<file path="config.mk">
export PLATFORM = sky130hd
export DESIGN_NAME = fetch_unit
export DESIGN_NICKNAME = d
export VERILOG_FILES = /design/src/rtl/fetch_unit.sv
export SDC_FILE = /design/constraint.sdc
export NUM_CORES = 1
export LEC_CHECK = 0
export CAP_MARGIN = 20
export CORE_ASPECT_RATIO = 0.5
export CORE_MARGIN = 5
export CORE_UTILIZATION = 52
export DETAILED_ROUTE_END_ITERATION = 8
export MAX_ROUTING_LAYER = met4
export PLACE_DENSITY = 0.87
export SLEW_MARGIN = 20
export SYNTH_ARGS = -nofsm -noshare
export SYNTH_HDL_FRONTEND = slang
export SYNTH_SLANG_ARGS = --single-unit
</file>
<file path="constraint.sdc">
create_clock -name clk -period 6.6 [get_ports clk]
set_input_delay 1.98 -clock clk [delete_from_list [all_inputs] [get_ports clk]]
set_output_delay 1.98 -clock clk [all_outputs]
set_load 0.02 [all_outputs]
</file>
<file path="src/rtl/fetch_unit.sv">
// Y86-64 fetch stage: fetches one instruction a byte at a time over a req/ack
// memory port, decodes its fields and hands it to execute via valid/ready.
module fetch_unit (
    input  logic        clk,
    input  logic        rst_n,
    input  logic [63:0] pc_in,
    input  logic        pc_load,
    output logic        imem_req,
    output logic [63:0] imem_addr,
    input  logic        imem_ack,
    input  logic [7:0]  imem_data,
    input  logic        imem_err,
    output logic [63:0] pc_out,
    output logic [3:0]  icode,
    output logic [3:0]  ifun,
    output logic [3:0]  rA,
    output logic [3:0]  rB,
    output logic [63:0] valC,
    output logic [63:0] valP,
    output logic [1:0]  stat,
    output logic        instr_valid,
    input  logic        instr_ready
);
    localparam logic [1:0] AOK = 2'd0, HLT = 2'd1, ADR = 2'd2, INS = 2'd3;

    typedef enum logic [1:0] {FETCH, VALID, IDLE, HALTED} state_t;

    typedef struct packed {
        logic [1:0]  stat;
        logic [3:0]  icode;
        logic [3:0]  ifun;
        logic [3:0]  ra;
        logic [3:0]  rb;
        logic [63:0] valc;
        logic [63:0] valp;
    } dec_t;

    localparam dec_t DEC_CLR = '{stat: AOK, icode: 4'h0, ifun: 4'h0, ra: 4'hF,
                                 rb: 4'hF, valc: 64'd0, valp: 64'd0};

    state_t      state;
    logic [63:0] pc;
    logic [3:0]  idx;
    dec_t        dec;

    function automatic logic [3:0] ilen(input logic [3:0] ic);
        case (ic)
            4'h2, 4'h6, 4'hA, 4'hB: ilen = 4'd2;
            4'h7, 4'h8:             ilen = 4'd9;
            4'h3, 4'h4, 4'h5:       ilen = 4'd10;
            default:                ilen = 4'd1;  // 0, 1, 9 and invalid codes
        endcase
    endfunction

    logic [3:0]  cur_icode;
    logic        last_byte;
    logic [63:0] next_valp;
    logic        has_regs;
    logic        has_c8;
    logic        has_c10;
    logic [2:0]  slot;

    // On byte 0 the length comes straight from the incoming byte; afterwards
    // from the registered icode.
    always_comb begin
        cur_icode = (idx == 4'd0) ? imem_data[7:4] : dec.icode;
        last_byte = (idx == ilen(cur_icode) - 4'd1);
        next_valp = pc + {60'd0, idx} + 64'd1;
        has_regs  = dec.icode inside {4'h2, 4'h3, 4'h4, 4'h5, 4'h6, 4'hA, 4'hB};
        has_c8    = dec.icode inside {4'h7, 4'h8};
        has_c10   = dec.icode inside {4'h3, 4'h4, 4'h5};
        slot      = idx[2:0] - (has_c8 ? 3'd1 : 3'd2);
    end

    assign imem_addr = pc + {60'd0, idx};
    assign pc_out    = pc;
    assign icode     = dec.icode;
    assign ifun      = dec.ifun;
    assign rA        = dec.ra;
    assign rB        = dec.rb;
    assign valC      = dec.valc;
    assign valP      = dec.valp;
    assign stat      = dec.stat;

    always_ff @(posedge clk or negedge rst_n) begin
        if (!rst_n) begin
            state       <= FETCH;
            pc          <= 64'd0;
            idx         <= 4'd0;
            dec         <= DEC_CLR;
            imem_req    <= 1'b0;
            instr_valid <= 1'b0;
        end else begin
            case (state)
                FETCH: begin
                    // req is held low through reset, so the first cycle after
                    // release only raises it.
                    if (!imem_req) begin
                        imem_req <= 1'b1;
                    end else if (imem_ack) begin
                        if (imem_err) begin
                            dec.stat    <= ADR;
                            dec.valp    <= next_valp;
                            imem_req    <= 1'b0;
                            instr_valid <= 1'b1;
                            state       <= VALID;
                        end else begin
                            idx <= idx + 4'd1;
                            if (idx == 4'd0) begin
                                dec.icode <= imem_data[7:4];
                                dec.ifun  <= imem_data[3:0];
                                if (imem_data[7:4] == 4'h0)
                                    dec.stat <= HLT;
                                else if (imem_data[7:4] > 4'hB)
                                    dec.stat <= INS;
                            end else if (idx == 4'd1 && has_regs) begin
                                dec.ra <= imem_data[7:4];
                                dec.rb <= imem_data[3:0];
                            end else if (has_c8 || (has_c10 && idx >= 4'd2)) begin
                                dec.valc[{slot, 3'b000} +: 8] <= imem_data;
                            end
                            if (last_byte) begin
                                dec.valp    <= next_valp;
                                imem_req    <= 1'b0;
                                instr_valid <= 1'b1;
                                state       <= VALID;
                            end
                        end
                    end
                end
                VALID: begin
                    if (instr_ready) begin
                        instr_valid <= 1'b0;
                        state       <= (dec.stat != AOK) ? HALTED : IDLE;
                    end
                end
                IDLE: begin
                    if (pc_load) begin
                        pc       <= pc_in;
                        idx      <= 4'd0;
                        dec      <= DEC_CLR;
                        imem_req <= 1'b1;
                        state    <= FETCH;
                    end
                end
                default: ;  // HALTED: only reset leaves
            endcase
        end
    end
endmodule

</file>
### After elaboration in Yosys (flattened, before gate mapping)

Memory sizes are Yosys's and may differ from the RTL's.
Index checks and enable logic that the tools add are counted.

| cells by class | value |
|---|---|
| $add $sub $neg | 6 |
| $lt $le $gt $ge | 2 |
| equality and inequality tests | 26 |
| shift operators | 2 |
| muxes and demuxes | 43 |
| reductions and logical operators | 23 |

Operator list:

| cell | count |
|---|---|
| $mux W146 | 3 |
| $pmux W146 S2 | 1 |
| $mux W64 | 4 |
| $mux W80 | 1 |
| $mux W72 | 1 |
| $add A64 B1 Y64 const B | 1 |
| $add A64 B4 Y64 | 1 |
| $bwmux W64 | 1 |
| $shift A8 B8 Y64 const A | 1 |
| $shiftx A8 B8 Y64 | 1 |
| $mux W2 | 10 |
| $mux W4 | 5 |
| $ne A2 B2 Y1 const B | 10 |
| $reduce_and A6 Y1 | 3 |
| $eq A4 B3 Y1 const B | 4 |
| $reduce_and A5 Y1 | 3 |
| $eq A4 B4 Y1 const B | 3 |
| $mux W1 | 11 |
| $mux W10 | 1 |
| $eq A4 B2 Y1 const B | 2 |
| $logic_not A4 Y1 | 2 |
| $mux W8 | 1 |
| $neg A6 Y8 | 1 |
| $pmux W4 S2 | 1 |
| other kinds (22) | 30 |

| word-level totals | value |
|---|---|
| bits in registers | 218 |
| memory bits (read-only) | 48 |
| bits of input ports | 78 |
| output and inout bits | 276 |
| memories | 1 |

Memory list:

| memory | depth | bits a word | read ports | clocked after Yosys merged registers in | write ports | RTL line | RTL |
|---|---|---|---|---|---|---|---|
| (name not given) | 16 | 3 | 1 | 0 | 0 | 47 | `case (ic)` |

### Longest topological paths before layout

| logic depth | value |
|---|---|
| depth after elaboration | 14 |
| mapped depth | 15 |
| mapped depth without buffers | 13 |

### Least setup slack after synthesis

Ideal clock, no wire load.

| timing | value |
|---|---|
| path kind | flip-flop to output port |
| start point | register pc[0] (netlist: pc_out[0]) |
| end point | output port imem_addr[56] |
| arrival time | 2687 ps |
| setup slack | 1933 ps |
| stages on the path, launching flop included | 9 |
| buffers on the path | 2 |
| path through | dfrtp_1 ha_1 fa_1 a211o_1 nand4_4 buf_6 buf_2 and4bb_2 xor2_1 |

| between the ends | value |
|---|---|
| cells in the longest elaborated chain, start to end | 1 |

Ends and longest elaborated chain:

| what | RTL line | RTL |
|---|---|---|
| start, declared | 42 | `logic [63:0] pc;` |
| start signal, assigned | 139 | `pc <= pc_in;` |
| $add A64 B4 Y64 | 75 | `assign imem_addr = pc + {60'd0, idx};` |
| end, declared | 9 | `output logic [63:0] imem_addr,` |

No other way between the ends.

### Worst setup path in the final report

| timing | value |
|---|---|
| start point | register idx[0] |
| end point | output port imem_addr[54] |

| between the ends | value |
|---|---|
| cells in the longest elaborated chain, start to end | 1 |

Ends and longest elaborated chain:

| what | RTL line | RTL |
|---|---|---|
| start, declared | 43 | `logic [3:0] idx;` |
| start signal, assigned | 108 | `idx <= idx + 4'd1;` |
| $add A64 B4 Y64 | 75 |  |

No other way between the ends.

==> flow_summary.json <==
{
  "maxSlewViolCount": 0,
  "dp_hpwl_um": 33000,
  "grt.overflow.total": 0,
  "fin_ws_ns": 0.388,
  "ant_nets": 0,
  "drc": 0,
  "slowest_stage": "or4_4",
  "finClkSkew_ns": 0.0201,
  "crit_fanout": 23,
  "clock_path_buffers": 3,
  "die_area_sq_mm": 0.0265,
  "antenna_found_initial": 4,
  "syn_area_sq_mm": 0.0121,
  "powerDensity_mw_per_mm2": 496,
  "area_growth_pct": 36.6,
  "setup_viol": 0,
  "grt_max_degree": 114,
  "grt_use_met1_pct": 45.5,
  "core_sq_mm": 0.0228,
  "die_x_um": 225,
  "cts_hold_buf": 0,
  "drt_iter0_drc": 1145,
  "cts_resized": 0,
  "maxSlewHeadroom_pct": 28.1,
  "die_y_um": 118,
  "wire_per_inst_um": 22.1,
  "async_reset_ff_share_pct": 100,
  "cts_sinks": 218,
  "synth_top_flop_cell": "dfrtp_1",
  "layout_common_cells": "357 x nand2_1, 352 x clkdlybuf4s50_1, 210 x dfrtp_1",
  "post_dp_cell_area_sq_mm": 0.0158,
  "post_cts_buffers": 0,
  "setup_tns_ns": 0,
  "criticalPathCategory": "reg2out",
  "met3_usage_pct": 7.48,
  "post-route-min-period_ns": 6.21,
  "cp_cell_sequence": "ha_1 > fa_1 > a211o_1 > nand4_4 > or4_4 > or4_1 > xor2_1 > inv_1 > clkdlybuf4s50_1",
  "wl_um": 44700,
  "nets": 1790,
  "grt_most_used_layer": "met2",
  "num_rows": 39,
  "yosysSeqAreaShare_pct": 45.3,
  "ioPinCount": 354,
  "ys_ff_latch": 218,
  "final_common_cell": "nand2_1",
  "rsz0062_at_grt": "no",
  "crit_family": "simple AND/OR/NAND/NOR gates",
  "grt_pass1_vias": 12070,
  "initial_utilization_pct": 52.9,
  "power.leakage_nw": 6.98,
  "synth.net_count": 1477,
  "port_buffers": 353,
  "synth_cells": 1385,
  "vias": 12242,
  "crit_required_ns": 4.62,
  "cts_tree": "built",
  "vias_per_cell": 6.05,
  "status": "complete, no violations",
  "synth_edf_count": 0,
  "ys_types": 74,
  "crit_path_end_kind": "primary output",
  "max_freq_mhz": 161,
  "hold_viol_final": 0,
  "place_congestion": 0.978,
  "grt_pass1_wl_um": 69800,
  "min_path_type": "reg2reg",
  "yosys_warnings": 0,
  "peakVddDrop_v": 0.000297,
  "syn_avg_cell_area_sq_um": 8.72,
  "fin_crit_sh_pct": 94.1,
  "tightest_slew_ns": 1.08,
  "p_total_mw": 8.19,
  "htreeDepth": 1,
  "use_met2_pct": 50.3,
  "critPathArrivalTime_ns": 4.23,
  "stdcell_area_sq_mm": 0.0165,
  "cts_root_buf": "clkbuf_16",
  "slowest_delay_ns": 0.70,
  "maxCapViolCount": 0,
  "fillerInstances": 1740,
  "grt_use_total_pct": 33.7,
  "place_ws_ns": 1.01,
  "dr.pass1.iters": 6,
  "cts-buffers-inserted": 21,
  "clk_pin_slew_ns": 0.07,
  "worstSkewPairLatency_ns": 0.53,
  "cp_num_buf_inv": 2,
  "final_layout_size_suffix_gt1_share_pct": 5.84,
  "critPathLaunchType": "register"
}
==> state kept, by name (all words and copies together), names as in the netlist <==
signal,count
idx,4
state,2
pc_out,64
instr_valid,1
stat,2
rB,4
rA,4
ifun,4
icode,4
valC,64
imem_req,1
valP,64
==> logic make-up after synthesis <==
| kind of cell | count (synthesis) | synth area share (%) |
|---|---|---|
| buf+inv | 107 | 3.60 |
| fa+ha+maj | 14 | 1.58 |
| compound gates | 218 | 11.9 |
| xor+xnor | 100 | 7.53 |
| simple gates | 721 | 29.6 |
| flops | 218 | 45.3 |
| mux | 7 | 0.601 |
==> stage by stage <==
stage | utilization, % | std cells | hold slack (ns)
final | 72.2 | 2022 | 0.481
after global routing | 72.2 | 2022 | 0.497
after detailed placement | 69.3 | 1982 | 0.473
after floorplan | - | 1385 | 0.510
after global placement | 69.3 | 1982 | 0.464
after CTS | 72.1 | 2018 | 0.487
==> per-layer routing <==
layer  up-vias  routed length (um)
li1       5475                   -
met1      6007               18500
met2       644               20200
met3       116                4160
met4         0                1860
met5         -                   0
==> final timing paths <==
kind	from	to	slack, ns	cells past startpoint
max	idx[0]	imem_addr[54]	0.39	9
min in group asynchronous	rst_n	valC[2]	1.47	1
max in group asynchronous	rst_n	valP[41]	4.01	2
min reg2reg	valP[33]	valP[33]	0.48	2
max reg2reg	idx[1]	valP[59]	1.54	10
min	valP[33]	valP[33]	0.48	2
==> Yosys cell counts (9+ instances only) <==
| cell | count | area [sq um] |
|---|---|---|
| o21ai_0 | 97 | 485 |
| and2_1 | 10 | 62.6 |
| nand4_1 | 47 | 294 |
| and4_1 | 16 | 140 |
| nor3_1 | 24 | 120 |
| or3_1 | 9 | 56.3 |
| xor2_1 | 36 | 315 |
| o31ai_1 | 14 | 105 |
| nor4_1 | 19 | 119 |
| ha_1 | 12 | 150 |
| nand3_1 | 81 | 405 |
| inv_1 | 29 | 109 |
| or4_1 | 12 | 90.1 |
| dfrtp_1 | 210 | 5260 |
| xnor2_1 | 61 | 534 |
| a21oi_1 | 19 | 95.1 |
| and3_1 | 25 | 156 |
| nand2_1 | 358 | 1340 |
| clkbuf_1 | 64 | 240 |
| a22o_1 | 35 | 307 |
| nor2_1 | 67 | 251 |
==> where the power goes <==
part	internal (mW)	leakage [nW]	switching, mW
sequential	1.86	2.86	0.666
combinational	1.86	3.80	2.59
clock	0.663	0.322	0.545
==> worst min-delay path, stage by stage (launching register included) <==
cell and delay (ns):
dfrtp_1 0.34, nand2_1 0.05, o21ai_0 0.06
==> area by class of cell <==
cell class / instances / area (sq um) / share of cell area [%]
well taps: 307 / 384 / 2.33
multi-input cells: 1060 / 6200 / 37.6
clock inverters: 6 / 62.6 / 0.379
flip-flops and latches: 218 / 5470 / 33.1
clock buffers: 30 / 589 / 3.57
repair buffers: 367 / 3670 / 22.2
inverters: 30 / 113 / 0.683
diodes: 4 / 10.0 / 0.0607
No activity file was read; power rests on OpenSTA's default activity.
